==> src/rtl/multicycle_control_pkg.sv <==
// Shared definitions for the multicycle controller: state codes, opcodes and
// datapath select encodings.
package multicycle_control_pkg;

   typedef enum logic [3:0] {
      S_FETCH    = 4'd0,
      S_DECODE   = 4'd1,
      S_EXEC     = 4'd2,
      S_MEM_ADDR = 4'd3,
      S_MEM_RD   = 4'd4,
      S_MEM_WB   = 4'd5,
      S_MEM_WR   = 4'd6,
      S_ALU_WB   = 4'd7,
      S_BRANCH   = 4'd8,
      S_JUMP     = 4'd9
   } state_e;

   localparam logic [6:0] OP_RTYPE  = 7'b0110011;
   localparam logic [6:0] OP_ITYPE  = 7'b0010011;
   localparam logic [6:0] OP_LOAD   = 7'b0000011;
   localparam logic [6:0] OP_STORE  = 7'b0100011;
   localparam logic [6:0] OP_BRANCH = 7'b1100011;
   localparam logic [6:0] OP_JAL    = 7'b1101111;
   localparam logic [6:0] OP_JALR   = 7'b1100111;

   typedef enum logic [1:0] {
      ASEL_PC    = 2'd0,
      ASEL_OLDPC = 2'd1,
      ASEL_RS1   = 2'd2
   } alu_sel_a_e;

   typedef enum logic [1:0] {
      BSEL_RS2  = 2'd0,
      BSEL_IMM  = 2'd1,
      BSEL_FOUR = 2'd2
   } alu_sel_b_e;

   typedef enum logic [1:0] {
      ALUOP_ADD   = 2'd0,
      ALUOP_SUB   = 2'd1,
      ALUOP_FUNCT = 2'd2
   } alu_op_e;

   typedef enum logic [1:0] {
      PCSRC_ALU    = 2'd0,
      PCSRC_ALUOUT = 2'd1
   } pc_src_e;

   typedef enum logic [1:0] {
      WB_ALUOUT = 2'd0,
      WB_MEM    = 2'd1,
      WB_PC     = 2'd2
   } wb_sel_e;

   // Dispatch target out of DECODE; FETCH here means the opcode is illegal.
   function automatic state_e decode_next(input logic [6:0] op);
      case (op)
         OP_RTYPE, OP_ITYPE: decode_next = S_EXEC;
         OP_LOAD, OP_STORE:  decode_next = S_MEM_ADDR;
         OP_BRANCH:          decode_next = S_BRANCH;
         OP_JAL, OP_JALR:    decode_next = S_JUMP;
         default:            decode_next = S_FETCH;
      endcase
   endfunction

endpackage

==> src/rtl/multicycle_control_retire_counter.sv <==
// Wrapping count of retired instructions.
module retire_counter #(
   parameter int unsigned W = 32
) (
   input  logic         clk_i,
   input  logic         rst_i,
   input  logic         inc_i,
   output logic [W-1:0] count_o
);

   logic [W-1:0] count_q, count_d;

   always_comb begin
      count_d = count_q;
      if (inc_i) count_d = count_q + W'(1);
   end

   always_ff @(posedge clk_i or posedge rst_i) begin
      if (rst_i) count_q <= '0;
      else       count_q <= count_d;
   end

   assign count_o = count_q;

endmodule

==> src/rtl/multicycle_control.sv <==
// Multicycle RISC-V style main controller: FETCH/DECODE dispatch FSM driving
// datapath selects, memory handshake and a retired-instruction counter.
module multicycle_control
   import multicycle_control_pkg::*;
#(
   parameter int unsigned RETIRE_W = 32
) (
   input  logic                clk,
   input  logic                reset,
   input  logic [6:0]          opcode_i,
   input  logic [2:0]          func3_i,
   input  logic                branch_flag_i,
   input  logic                mem_ready_i,
   output logic                mem_req_o,
   output logic                mem_we_o,
   output logic                iord_o,
   output logic                ir_write_o,
   output logic                pc_write_o,
   output logic                reg_write_o,
   output logic                branch_o,
   output logic                illegal_o,
   output logic [1:0]          alu_sel_a_o,
   output logic [1:0]          alu_sel_b_o,
   output logic [1:0]          alu_op_o,
   output logic [1:0]          pc_src_o,
   output logic [1:0]          wb_sel_o,
   output logic [3:0]          state_o,
   output logic [RETIRE_W-1:0] retired_o
);

   state_e     state_q, state_d;
   logic       mem_req, mem_we, iord, ir_write, pc_write, reg_write;
   logic       branch, illegal, retire;
   alu_sel_a_e asel;
   alu_sel_b_e bsel;
   alu_op_e    aop;
   pc_src_e    psrc;
   wb_sel_e    wsel;

   // funct3 passes through the instruction register untouched by this block.
   logic unused_func3;
   assign unused_func3 = ^func3_i;

   always_ff @(posedge clk or posedge reset) begin
      if (reset) state_q <= S_FETCH;
      else       state_q <= state_d;
   end

   always_comb begin
      state_d   = S_FETCH;
      mem_req   = 1'b0;
      mem_we    = 1'b0;
      iord      = 1'b0;
      ir_write  = 1'b0;
      pc_write  = 1'b0;
      reg_write = 1'b0;
      branch    = 1'b0;
      illegal   = 1'b0;
      retire    = 1'b0;
      asel      = ASEL_PC;
      bsel      = BSEL_RS2;
      aop       = ALUOP_ADD;
      psrc      = PCSRC_ALU;
      wsel      = WB_ALUOUT;
      case (state_q)
         S_FETCH: begin
            mem_req  = 1'b1;
            bsel     = BSEL_FOUR;
            ir_write = mem_ready_i;
            pc_write = mem_ready_i;
            state_d  = mem_ready_i ? S_DECODE : S_FETCH;
         end
         S_DECODE: begin
            asel    = ASEL_OLDPC;
            bsel    = BSEL_IMM;
            state_d = decode_next(opcode_i);
            illegal = (state_d == S_FETCH);
         end
         S_EXEC: begin
            asel    = ASEL_RS1;
            aop     = ALUOP_FUNCT;
            bsel    = (opcode_i == OP_RTYPE) ? BSEL_RS2 : BSEL_IMM;
            state_d = S_ALU_WB;
         end
         S_ALU_WB: begin
            reg_write = 1'b1;
            wsel      = WB_ALUOUT;
            retire    = 1'b1;
         end
         S_MEM_ADDR: begin
            asel    = ASEL_RS1;
            bsel    = BSEL_IMM;
            state_d = (opcode_i == OP_STORE) ? S_MEM_WR : S_MEM_RD;
         end
         S_MEM_RD: begin
            mem_req = 1'b1;
            iord    = 1'b1;
            state_d = mem_ready_i ? S_MEM_WB : S_MEM_RD;
         end
         S_MEM_WR: begin
            mem_req = 1'b1;
            mem_we  = 1'b1;
            iord    = 1'b1;
            retire  = mem_ready_i;
            state_d = mem_ready_i ? S_FETCH : S_MEM_WR;
         end
         S_MEM_WB: begin
            reg_write = 1'b1;
            wsel      = WB_MEM;
            retire    = 1'b1;
         end
         S_BRANCH: begin
            branch   = 1'b1;
            asel     = ASEL_RS1;
            bsel     = BSEL_RS2;
            aop      = ALUOP_SUB;
            psrc     = PCSRC_ALUOUT;
            pc_write = branch_flag_i;
            retire   = 1'b1;
         end
         S_JUMP: begin
            branch    = 1'b1;
            reg_write = 1'b1;
            wsel      = WB_PC;
            pc_write  = 1'b1;
            asel      = ASEL_RS1;
            bsel      = BSEL_IMM;
            psrc      = (opcode_i == OP_JAL) ? PCSRC_ALUOUT : PCSRC_ALU;
            retire    = 1'b1;
         end
         default: state_d = S_FETCH;
      endcase
   end

   retire_counter #(.W(RETIRE_W)) u_retire (
      .clk_i   (clk),
      .rst_i   (reset),
      .inc_i   (retire),
      .count_o (retired_o)
   );

   // Write enables are masked by reset itself since FETCH would otherwise
   // pass mem_ready_i straight through while reset is held.
   assign mem_req_o   = mem_req;
   assign mem_we_o    = mem_we & ~reset;
   assign iord_o      = iord;
   assign ir_write_o  = ir_write & ~reset;
   assign pc_write_o  = pc_write & ~reset;
   assign reg_write_o = reg_write & ~reset;
   assign branch_o    = branch;
   assign illegal_o   = illegal;
   assign alu_sel_a_o = asel;
   assign alu_sel_b_o = bsel;
   assign alu_op_o    = aop;
   assign pc_src_o    = psrc;
   assign wb_sel_o    = wsel;
   assign state_o     = state_q;

endmodule

==> config.mk <==
export PLATFORM = sky130hd
export DESIGN_NAME = multicycle_control
export DESIGN_NICKNAME = d
export VERILOG_FILES = /design/src/rtl/multicycle_control_pkg.sv /design/src/rtl/multicycle_control_retire_counter.sv /design/src/rtl/multicycle_control.sv
export SDC_FILE = /design/constraint.sdc
export NUM_CORES = 1
export LEC_CHECK = 0
export ABC_AREA = 1
export ABC_CLOCK_PERIOD_IN_PS = 2600
export CORE_ASPECT_RATIO = 1.75
export CORE_MARGIN = 2
export CORE_UTILIZATION = 40
export CTS_CLUSTER_DIAMETER = 80
export DETAILED_ROUTE_END_ITERATION = 16
export PLACE_DENSITY = 0.77
export SYNTH_ARGS = -nofsm -noshare
export SYNTH_HDL_FRONTEND = slang
export SYNTH_SLANG_ARGS = --single-unit
==> constraint.sdc <==
create_clock -name clk -period 2.6 [get_ports clk]
set_input_delay 0.39 -clock clk [delete_from_list [all_inputs] [get_ports clk]]
set_output_delay 0.39 -clock clk [all_outputs]
set_load 0.005 [all_outputs]
==> run metrics <==
status=finished, final reports clean; cts hold-fix bufs=0; Chip Height=between 100 and 150 µm; largest net degree at the start of global routing=37; share of the synthesized area in the top cell type=38.28%; Final Cycle Share=between 90% and 100%; DP Area=about 0.0030 mm²; worst-case clock buffer depth=2; Via density=roughly 4.8; yosys warns=0; initial antenna violation count=0; Required @ worst endpoint=2.21 ns; Nets=roughly 430; Vias=about 2,300; Worst R2R Start=u_retire.count_o[0]$_DFFE_PP0P_; Final setup viols=0; Critical R2R Capture=u_retire.count_o[20]$_DFFE_PP0P_; worst r2r path cells=8; Post-route DRC=0; Seq/Total Area, Yosys=roughly two fifths; synthesized area per cell=around 6.8 µm²; Seq cells post-synth=36; area grow syn2layout=35.14%; commonest cells after routing, fill and taps aside=nand2_1, clkdlybuf4s50_1, inv_1, nor2_1, dfrtp_1; top cells by area, synth=dfrtp_1, nand2_1, nor2_1, inv_1, nand3_1; fin worst setup slack=around 0.16 ns; Root Buffer=clkbuf_8; drt first-iter violations=81; FF/Latch Area=about 900 µm²; share of layout cells above drive strength 1=between 7 and 8%; leading area contributor after synthesis=dfrtp_1; GRT overflow=0; H-tree depth=2; Core ar.=about 0.0058 mm²; fmax=slightly above 400 MHz; worst hold stages=2; Mapped Area=about 0.0024 mm²; die area=0.006538 mm²; Worst IR Drop VDD=about 0.00044 V; MaxCap Viol Count=0; Final Hold Fails=0; setup slack, reg-to-reg=0.88 ns; Hold Path Class=register to register; multi-input logic area=between 0.001 and 0.0015 mm²; diode count=0; CP Max Fanout=4; CTS resizes=0; setup TNS=0 ns; Post-Syn Instances=about 340; Cell Pwr Density=~570 mW/mm²; final non-filler cell total=between 400 and 500; commonest non-fill, non-tap cell in the layout=nand2_1; placed cells=483; hpwl dp=4567 µm; Boundary Pins=slightly below 70; GPL Wtd Cong=about 0.84; PortBufs=63; hold_ws=approximately 0.50 ns; total CTS buffers=5; Netlist cell types=26; Final Instance Area=~0.0032 mm²; clk_skew=0.008538 ns; Reg clk slew, reported paths=around 0.07 ns; first drt pass iteration count=4; hold wc startpoint=u_retire.count_o[31]$_DFFE_PP0P_; first-pass GRT wire length=~10,000 µm; Final Max Slew Viols=0; Wirelength per Cell=12.05 µm; vias in the first global route=approximately 2,300; Crit. End Element=primary output; pre-CTS WS=approximately 0.054 ns; CTS tree=done; Filler cells=approximately 570; starting density of the core=between 40% and 50%; Setup CP Type=input pin to primary output; startpoint types=input pin; postcts setup bufs=0; clock sinks=36; floorplan row count=37; Die W=about 62 µm; Clock Latency Late Sink=around 0.29 ns; Final ANT Viol Nets=0; syn nets=359; drt total wl=around 5900 µm; Crit path arrival time=2.05 ns; Tmin final=roughly 2.4 ns; leakage=about 1.4 nW; RSZ-0062 raised after global routing=no; Worst Hold Endpoint=u_retire.count_o[31]$_DFFE_PP0P_; GRT Util Overall=roughly a fifth
==> where the power goes <==
part           switching, mW  leakage, nW  internal, mW
logic                  0.283        0.896         0.298
registers             0.0725        0.481         0.606
clock network          0.206       0.0645         0.338
==> state kept, by name, indices dropped and copies added, names as in the netlist <==
register	cells
u_retire.count_o	32
state_o	4
==> worst max-delay path: stages <==
cell	delay [ns]
clkdlybuf4s50_1	0.49
nor3b_2	0.27
nand3_2	0.14
o31ai_1	0.22
clkdlybuf4s50_1	0.54
==> cell type report <==
cell class,instances,share of cell area (%)
sequential,36,28.32
timing repair buffer,65,20.30
inverter,54,6.373
tap,78,3.068
clock buffer,7,3.029
clock inverter,1,0.9441
multi-input combinational,250,37.96
==> synthesized netlist by cell type <==
master,instances
dfrtp_1,36
nor3_1,4
ha_1,1
inv_1,51
nand3_1,28
o31ai_1,1
nor3b_1,1
xor2_1,3
or2_2,1
buf_4,2
a21oi_1,3
xnor2_1,12
xor2_2,1
inv_2,3
o21ai_1,3
nand2_1,111
nand3_2,2
buf_12,2
nand2_4,3
nor2_2,3
nor2_4,3
conb_1,1
nand4_1,11
a211oi_1,1
nor2_1,52
o21ai_0,5
==> logic make-up (layout without fill, tap and decap cells) <==
| group | Yosys count | in the layout | share of synthesized area (%) |
|---|---|---|---|
| xor+xnor | 16 | 16 | 6.274 |
| compound gates | 13 | 13 | 2.977 |
| simple gates | 219 | 219 | 40.83 |
| flops | 36 | 36 | 38.28 |
| buf+inv | 58 | 127 | 10.95 |
| fa+ha+maj | 1 | 1 | 0.5315 |
| other cells | 1 | 1 | 0.1593 |
==> routing by layer <==
| metal | vias to the layer above | part of all wire (%) | track usage (%) |
|---|---|---|---|
| met5 | - | 0 | 0 |
| met3 | 17 | 4.3 | 5.399 |
| met2 | 63 | 53 | 33.85 |
| met1 | 1067 | 38 | 21.73 |
| met4 | 0 | 4.0 | 10.94 |
| li1 | 1187 | - | - |
==> through the flow <==
step           utilization, %  total power, mW
2_1_floorplan               -           0.9735
3_3_place_gp            52.56            1.261
3_5_place_dp            52.56            1.268
4_1_cts                 54.75            1.814
5_1_grt                 54.96            1.912
6_report                54.96            1.804
==> how the worst max path moves through the flow <==
| stage | start | end | cells past startpoint |
|---|---|---|---|
| global route | opcode_i[5] | pc_src_o[0] | 6 |
| CTS | opcode_i[5] | pc_src_o[0] | 6 |
| detailed placement | opcode_i[5] | pc_src_o[0] | 6 |
| floorplan | state_o[3]$_DFF_PP0_ | illegal_o | 5 |
| finish | opcode_i[4] | pc_src_o[0] | 5 |
| global placement | opcode_i[5] | pc_src_o[0] | 6 |
No activity file was read; power rests on OpenSTA's default activity.
